`config.mk`:
```
export PLATFORM = sky130hd
export DESIGN_NAME = registro_instruccion
export DESIGN_NICKNAME = d
export VERILOG_FILES = /design/src/rtl/registro_instruccion.sv
export SDC_FILE = /design/constraint.sdc
export NUM_CORES = 1
export LEC_CHECK = 0
export ABC_AREA = 1
export CORE_UTILIZATION = 41
export CTS_CLUSTER_SIZE = 12
export DETAILED_ROUTE_END_ITERATION = 16
export HOLD_SLACK_MARGIN = 0.1
export PLACE_DENSITY_LB_ADDON = 0.12
export REMOVE_ABC_BUFFERS = 1
export SYNTH_ARGS = -nofsm -noshare
export SYNTH_HDL_FRONTEND = slang
export SYNTH_SLANG_ARGS = --single-unit
```
`constraint.sdc`:
```
create_clock -name Reloj -period 1.3 [get_ports Reloj]
set_input_delay 0.26 -clock Reloj [delete_from_list [all_inputs] [get_ports Reloj]]
set_output_delay 0.26 -clock Reloj [all_outputs]
set_load 0.1 [all_outputs]
```
`src/rtl/registro_instruccion.sv`:
```
// Instruction register with fetch handshake, timeout and entry-state decode.
// The fetch FSM captures memory data, registers the control-unit entry state
// one cycle later, and keeps a small condition register (CR) plus a
// registered status flag used by class-101 conditional decodes.
module registro_instruccion (
   input  logic        Reloj,
   input  logic        Reiniciar,
   input  logic [15:0] BusDatos,
   input  logic        MemListo,
   input  logic        LoadIR,
   input  logic        LoadCR,
   input  logic [3:0]  Flags,
   input  logic        LoadS,
   input  logic [1:0]  SelectS,
   input  logic        NegS,
   output logic [15:0] Instruccion,
   output logic [5:0]  EntraEstado,
   output logic        StatusFlag,
   output logic        IRValido,
   output logic        Espera,
   output logic        ErrorBus,
   output logic        Ilegal
);

   typedef enum logic [1:0] {
      REPOSO = 2'd0,
      ESPERA = 2'd1,
      DECOD  = 2'd2,
      LISTO  = 2'd3
   } estado_t;

   estado_t     estado_r;
   estado_t     estadoSig_s;
   logic [3:0]  contEspera_r;
   logic [15:0] instruccion_r;
   logic [5:0]  entraEstado_r;
   logic        statusFlag_r;
   logic        irValido_r;
   logic        errorBus_r;
   logic        ilegal_r;
   logic [3:0]  cr_r;

   logic        espera_s;
   logic        inicioFetch_s;
   logic        captura_s;
   logic        cargaCont_s;
   logic        incCont_s;
   logic        timeout_s;
   logic        decodifica_s;
   logic [6:0]  decod_s;

   // Entry-state decode: bit 6 flags an illegal opcode, bits 5:0 the entry state.
   function automatic logic [6:0] decodificar(input logic [15:0] instr, input logic flag);
      logic [6:0] res;
      res = {1'b1, 6'd0};
      case (instr[15:13])
         3'b000: res = {1'b0, 6'd3};
         3'b001: res = {1'b0, 6'd7};
         3'b010: begin
            if (instr[12]) begin
               res = {1'b0, 6'd6};
            end else begin
               res = {1'b0, 6'd5};
            end
         end
         3'b011: begin
            case (instr[12:11])
               2'b00:   res = {1'b0, 6'd8};
               2'b01:   res = {1'b0, 6'd9};
               2'b10:   res = {1'b0, 6'd13};
               2'b11:   res = {1'b0, 6'd19};
               default: res = {1'b1, 6'd0};
            endcase
         end
         3'b100: begin
            case (instr[12:11])
               2'b01:   res = {1'b0, 6'd11};
               2'b10:   res = {1'b0, 6'd16};
               2'b11:   res = {1'b0, 6'd22};
               default: res = {1'b1, 6'd0};
            endcase
         end
         3'b101: begin
            if (instr[12] && !flag) begin
               res = {1'b0, 6'd25};
            end else begin
               res = {1'b0, 6'd26};
            end
         end
         3'b110:  res = {1'b0, 6'd27};
         3'b111:  res = {1'b0, 6'd31};
         default: res = {1'b1, 6'd0};
      endcase
      return res;
   endfunction

   // FSM state register.
   always_ff @(posedge Reloj or negedge Reiniciar) begin
      if (!Reiniciar) begin
         estado_r <= REPOSO;
      end else begin
         estado_r <= estadoSig_s;
      end
   end

   // FSM next-state logic.
   always_comb begin
      estadoSig_s = estado_r;
      case (estado_r)
         REPOSO, LISTO: begin
            if (LoadIR) begin
               if (MemListo) begin
                  estadoSig_s = DECOD;
               end else begin
                  estadoSig_s = ESPERA;
               end
            end else begin
               estadoSig_s = estado_r;
            end
         end
         ESPERA: begin
            if (MemListo) begin
               estadoSig_s = DECOD;
            end else if (contEspera_r == 4'd15) begin
               estadoSig_s = REPOSO;
            end else begin
               estadoSig_s = ESPERA;
            end
         end
         DECOD:   estadoSig_s = LISTO;
         default: estadoSig_s = REPOSO;
      endcase
   end

   // FSM outputs: stall indication and datapath control strobes.
   always_comb begin
      espera_s      = 1'b0;
      inicioFetch_s = 1'b0;
      captura_s     = 1'b0;
      cargaCont_s   = 1'b0;
      incCont_s     = 1'b0;
      timeout_s     = 1'b0;
      decodifica_s  = 1'b0;
      case (estado_r)
         REPOSO, LISTO: begin
            if (LoadIR) begin
               inicioFetch_s = 1'b1;
               if (MemListo) begin
                  captura_s = 1'b1;
               end else begin
                  cargaCont_s = 1'b1;
               end
            end else begin
               inicioFetch_s = 1'b0;
            end
         end
         ESPERA: begin
            espera_s = 1'b1;
            if (MemListo) begin
               captura_s = 1'b1;
            end else if (contEspera_r == 4'd15) begin
               timeout_s = 1'b1;
            end else begin
               incCont_s = 1'b1;
            end
         end
         DECOD:   decodifica_s = 1'b1;
         default: decodifica_s = 1'b0;
      endcase
   end

   assign decod_s = decodificar(instruccion_r, statusFlag_r);

   // Fetch datapath: instruction capture, wait counter, decode and pulses.
   always_ff @(posedge Reloj or negedge Reiniciar) begin
      if (!Reiniciar) begin
         instruccion_r <= 16'h0000;
         contEspera_r  <= 4'd0;
         entraEstado_r <= 6'd0;
         irValido_r    <= 1'b0;
         errorBus_r    <= 1'b0;
         ilegal_r      <= 1'b0;
      end else begin
         if (captura_s) begin
            instruccion_r <= BusDatos;
         end
         if (cargaCont_s) begin
            contEspera_r <= 4'd0;
         end else if (incCont_s) begin
            contEspera_r <= contEspera_r + 4'd1;
         end
         if (decodifica_s) begin
            entraEstado_r <= decod_s[5:0];
         end
         if (inicioFetch_s) begin
            irValido_r <= 1'b0;
         end else if (decodifica_s) begin
            irValido_r <= 1'b1;
         end
         errorBus_r <= timeout_s;
         ilegal_r   <= decodifica_s & decod_s[6];
      end
   end

   // Condition register and status flag; LoadS always sees the pre-edge CR.
   always_ff @(posedge Reloj or negedge Reiniciar) begin
      if (!Reiniciar) begin
         cr_r         <= 4'h0;
         statusFlag_r <= 1'b0;
      end else begin
         if (LoadCR) begin
            cr_r <= Flags;
         end
         if (LoadS) begin
            statusFlag_r <= cr_r[SelectS] ^ NegS;
         end
      end
   end

   assign Instruccion = instruccion_r;
   assign EntraEstado = entraEstado_r;
   assign StatusFlag  = statusFlag_r;
   assign IRValido    = irValido_r;
   assign Espera      = espera_s;
   assign ErrorBus    = errorBus_r;
   assign Ilegal      = ilegal_r;

endmodule

```
==> results of run 1 <==
-- path summary, 6_finish.rpt --
kind / startpoint / slack, ps / cells after the start / to
setup / recovery: estado_r[1]$_DFFE_PN0P_ / -210 / 5 / Espera
hold / removal: Reiniciar / 420 / 2 / StatusFlag$_DFFE_PN0P_
setup reg to reg: estado_r[0]$_DFFE_PN0P_ / -170 / 9 / Instruccion[5]$_DFFE_PN0P_
hold reg to reg: cr_r[0]$_DFFE_PN0P_ / 510 / 1 / cr_r[0]$_DFFE_PN0P_
max in group asynchronous: Reiniciar / 440 / 3 / Instruccion[12]$_DFFE_PN0P_
min in group Reloj: cr_r[0]$_DFFE_PN0P_ / 510 / 1 / cr_r[0]$_DFFE_PN0P_
-- sequential cells by signal, summed over array words and instances, names as in the netlist --
register / flops
ErrorBus: 1
cr_r: 4
StatusFlag: 1
contEspera_r: 4
estado_r: 2
Instruccion: 16
IRValido: 1
EntraEstado: 5
Ilegal: 1
-- layer usage --
metal,share of wire,global-route usage,up-vias
met5,0,0,-
met3,0.041,0.0574,6
met4,0.016,0.0931,0
met1,0.45,0.257,774
met2,0.49,0.334,34
li1,-,-,819
-- layout by cell type (no fill, tap or decap), types with 2 or more instances in the layout --
cell type and count:
clkbuf_8 6, nor2_1 19, a21oi_2 2, nor3_1 2
nor2_2 3, xor2_1 2, inv_4 4, clkdlybuf4s50_1 27
buf_6 5, nand3_1 34, ha_1 2, nand2_1 63
dfrtp_1 31, dfrtp_2 4, mux2_2 4, buf_12 28
inv_1 11, nand2_2 4, nand2_4 2, a21oi_1 4
o21ai_1 2, buf_4 10
-- synthesized netlist by cell type, types with 2 or more instances --
master    n  share of area
a21oi_1   5          0.014
buf_4     4          0.017
buf_6     2          0.013
dfrtp_1  35           0.50
ha_1      3          0.021
inv_1    15          0.032
mux2_2    4          0.026
nand2_1  66           0.14
nand2_2   3          0.011
nand3_1  35           0.10
nor2_1   21          0.045
nor3_1    2         0.0057
o21ai_0   4          0.011
or2_2     2         0.0071
xor2_1    2          0.010
-- worst reg2reg max path, stage by stage (launching register included) --
cell and delay, ps:
dfrtp_1 370, inv_1 50, ha_1 320, nand2_2 90, inv_2 40, nand2_2 80
nand2_4 100, buf_8 160, nand3_1 70, nand2_1 60
-- cell type report --
type	instances	share of cell area
clock inverter	1	0.00172
clock buffer	6	0.0284
timing repair buffer	73	0.341
tap	50	0.0215
sequential	35	0.303
multi-input combinational	155	0.280
inverter	16	0.0241
-- metrics by stage --
| stage | TNS, ps | hold slack [ps] | std cells | utilization | cell area, sq um |
|---|---|---|---|---|---|
| global route | -4690 | 453 | 336 | 0.716 | 2910 |
| floorplan | -19580 | -35.6 | 205 | - | 1680 |
| CTS | -2400 | 424 | 333 | 0.704 | 2860 |
| global placement | -4180 | 193 | 321 | 0.654 | 2650 |
| finish | -2770 | 415 | 336 | 0.716 | 2910 |
| detailed placement | -5170 | 199 | 321 | 0.654 | 2650 |
-- kinds of logic (layout without fill, tap and decap cells) --
| kind of cell | count (synthesis) | in the layout | synth area share |
|---|---|---|---|
| xor+xnor | 3 | 3 | 0.0150 |
| flops | 35 | 35 | 0.499 |
| compound gates | 10 | 10 | 0.0307 |
| fa+ha+maj | 3 | 3 | 0.0214 |
| mux | 4 | 4 | 0.0257 |
| other cells | 1 | 1 | 0.00214 |
| buf+inv | 25 | 96 | 0.0770 |
| simple gates | 133 | 134 | 0.329 |
-- repair_timing --
item	CTS	global route
endpoints found under the setup margin	25	26
gates resized for setup	27	9
endpoints found under the hold margin	14	0
setup buffers	3	3
hold buffers	1	0
pin swaps	8	3
gates cloned	1	0
==> flow_summary.json, run 1 <==
{
  "period_minus_slack_ps": 1510,
  "synth_edf_count": 0,
  "skew_ps": 4.73,
  "cts_sinks": 35,
  "syn_to_final_growth_pct": 65.7,
  "rows": 23,
  "synth_warnings": 0,
  "avgSynthCellArea_sq_um": 8.20,
  "cts_made_buffers": 5,
  "dieWidth_microns": 67.4,
  "ant_nets": 0,
  "drc": 0,
  "drive_above_1_share": 0.294,
  "ys_types": 26,
  "clk_pin_slew_worst_paths_ps": 70,
  "crit_family": "buffers and inverters",
  "cts_tree": "done",
  "crit_buf_inv": 4,
  "worstHoldPathType": "input pin to async pin",
  "synth_cells": 214,
  "grt_first_pass_wirelength_microns": 6890,
  "slew_viol_final": 0,
  "grtUsageTotal": 0.207,
  "start_util": 0.432,
  "grt_pass1_vias": 1527,
  "first_pass_iters": 4,
  "synth_ff_type": "dfrtp_1",
  "min_period_over_period": 1.16,
  "setup_ws_ps": -209,
  "n_antenna_cell": 0,
  "slowest_delay_ps": 390,
  "preCtsSetupSlack_ps": -328,
  "path_max_fanout": 2,
  "io_pins": 56,
  "critical_path_class": "flop to output port",
  "cp.arrival_ps": 1250,
  "cts-root-buf": "clkbuf_8",
  "worstPathCellList": "buf_6 > inv_4 > ha_4 > buf_6 > buf_12",
  "core_area_sq_um": 4060,
  "cpMostUsedCell": "buf_6",
  "cp-end-kind": "output port",
  "avgRoutedWirePerCell_microns": 12.1,
  "die_h_microns": 67.4,
  "seqCellArea_sq_um": 881,
  "drt_wl_total_microns": 4070,
  "finalHoldViolCount": 0,
  "vias": 1633,
  "fin_nets": 318,
  "dpl.hpwl_microns": 2910,
  "antenna_found_initial": 0,
  "ys_seq_area_frac": 0.499,
  "clock_path_buffers": 2,
  "port_buffers": 54,
  "vias_per_cell": 4.86,
  "drt_iter0_markers": 152,
  "grt_max_degree": 22,
  "async_reset_ff_frac": 1.00,
  "maxCapViolations": 0,
  "place_congestion": 0.854,
  "clk_latency_ps": 290,
  "violations": "setup timing",
  "ys_ff_latch": 35,
  "cts-htree-levels": 2,
  "run_status": "finished with violations",
  "rsz0062_at_grt": "true",
  "syn_area_sq_um": 1750,
  "worstPathRequired_ps": 1040,
  "max_clock_freq_mhz": 663,
  "start_kind": "flop",
  "multiInputGateArea_sq_um": 813,
  "dieArea_sq_um": 4540,
  "critPathSlowestCell": "dfrtp_1",
  "nFillCells": 281,
  "setup_viol": 22,
  "overflow": 0
}
Power of run 1 is left out: the tool's default activity adds up to more than one toggle a clock period on the data nets, which glitch-free logic cannot reach.
==> run 2: changes to the inputs <==
--- a/config.mk
+++ b/config.mk
@@ -10,6 +10,7 @@
 export CTS_CLUSTER_SIZE = 12
 export DETAILED_ROUTE_END_ITERATION = 16
 export HOLD_SLACK_MARGIN = 0.1
+export MAX_ROUTING_LAYER = met4
 export PLACE_DENSITY_LB_ADDON = 0.12
 export REMOVE_ABC_BUFFERS = 1
 export SYNTH_ARGS = -nofsm -noshare
==> run 2 against run 1 <==
The flow still finishes with violations (setup timing). Register-to-register slack is essentially flat. Via count is the same. Die area is the same. First-iteration DRC count is the same. Fmax is essentially flat. Hold slack is essentially flat. Critical path type unchanged. Largest cell class unchanged.
==> flow_summary.json, run 2 (synthesized netlist as in run 1, its figures left out) <==
{
  "dieArea_sq_um": 4540,
  "r2r_slack_ps": -170,
  "cts_made_buffers": 5,
  "maxCapViolations": 0,
  "setup_viol": 22,
  "finalHoldViolCount": 0,
  "min_period_over_period": 1.16,
  "skew_ps": 4.71,
  "cts-root-buf": "clkbuf_8",
  "rsz0062_at_grt": "true",
  "io_pins": 56,
  "first_pass_iters": 4,
  "vias": 1633,
  "placed_cells": 321,
  "final_core_util": 0.716,
  "slew_viol_final": 0,
  "vias_per_cell": 4.86,
  "clock_path_buffers": 2,
  "dpl.hpwl_microns": 2910,
  "cts_sinks": 35,
  "period_minus_slack_ps": 1510,
  "start_util": 0.432,
  "cts_tree": "done",
  "overflow": 0,
  "syn_to_final_growth_pct": 65.7,
  "nFillCells": 281,
  "cp.arrival_ps": 1250,
  "violations": "setup timing",
  "drt_wl_total_microns": 4070,
  "run_status": "finished with violations",
  "path_max_fanout": 2,
  "layout.cells.non_filler": 336,
  "n_antenna_cell": 0,
  "start_kind": "flop",
  "cts-htree-levels": 2,
  "drive_above_1_share": 0.294,
  "grtUsageTotal": 0.214,
  "drt_iter0_markers": 152,
  "dieWidth_microns": 67.4,
  "r2r-start": "estado_r[0]$_DFFE_PN0P_",
  "r2r_cells": 9,
  "preCtsSetupSlack_ps": -328,
  "antenna_found_initial": 0,
  "clk_latency_ps": 290,
  "final.setup.tns_ps": -2770,
  "fin_nets": 318,
  "r2r-end": "Instruccion[5]$_DFFE_PN0P_",
  "rows": 23,
  "grt_first_pass_wirelength_microns": 6900,
  "drc": 0,
  "ant_nets": 0,
  "setup_ws_ps": -209,
  "avgRoutedWirePerCell_microns": 12.1,
  "worstHoldPathType": "input pin to async pin",
  "layout_commonest_cell": "nand2_1",
  "largest_reg_flops": 16,
  "mostFrequentLayoutCells": "nand2_1 (63), nand3_1 (34), dfrtp_1 (31)",
  "port_buffers": 54,
  "core_area_sq_um": 4060,
  "grt_pass1_vias": 1527,
  "clk_pin_slew_worst_paths_ps": 70,
  "max_clock_freq_mhz": 663,
  "critical_path_class": "flop to output port",
  "cp-end-kind": "output port",
  "die_h_microns": 67.4,
  "place_congestion": 0.868,
  "grt_max_degree": 22,
  "worstPathRequired_ps": 1040
}
-- run 2: cell counts in the layout (fill, tap and decap cells not counted) --
Identical to the previous run, type by type.
-- run 2: area by class of cell --
class                   instances  area [sq um]  share of cell area
inverters                      16          70.1              0.0241
clock buffers                   6          82.6              0.0284
clock inverters                 1          5.00             0.00172
flip-flops and latches         35           881               0.303
well taps                      50          62.6              0.0215
multi-input cells             155           813               0.280
repair buffers                 73           992               0.341
-- run 2: layer usage --
layer	GRT usage	wire, microns	vias up
li1	-	-	819
met1	0.259	1830	774
met2	0.334	2010	34
met3	0.0574	166	6
met4	0.0931	65	0
met5	-	0	-
-- run 2: worst max-delay path by stage --
stage | start | end | slack (ps) | cells after the start
2_1_floorplan | estado_r[1]$_DFFE_PN0P_ | Instruccion[11]$_DFFE_PN0P_ | -830 | 7
3_3_place_gp | LoadIR | Instruccion[15]$_DFFE_PN0P_ | -260 | 8
3_5_place_dp | LoadIR | Instruccion[15]$_DFFE_PN0P_ | -330 | 8
4_1_cts | estado_r[1]$_DFFE_PN0P_ | Espera | -210 | 5
5_1_grt | estado_r[0]$_DFFE_PN0P_ | Instruccion[0]$_DFFE_PN0P_ | -270 | 9
6_report | estado_r[1]$_DFFE_PN0P_ | Espera | -210 | 5
-- run 2: timing repair --
item / 4_1_cts / 5_1_grt
cloned: 1 / 0
resized for setup: 27 / 9
endpoints found under the hold margin: 14 / 0
endpoints found under the setup margin: 25 / 26
pin swaps: 8 / 3
hold buffers: 1 / 0
setup buffers: 3 / 3
-- run 2: through the flow --
step	cell area, sq um	hold slack [ps]
global placement	2650	193
detailed placement	2650	199
CTS	2860	424
finish	2910	415
floorplan	1680	-35.6
global route	2910	453
-- run 2: critical path, stage by stage (launching register included) --
cell and delay (ps):
dfrtp_1 390, buf_6 130, inv_4 50, ha_4 140, buf_6 100, buf_12 160
Power of run 2 is left out for the same reason.
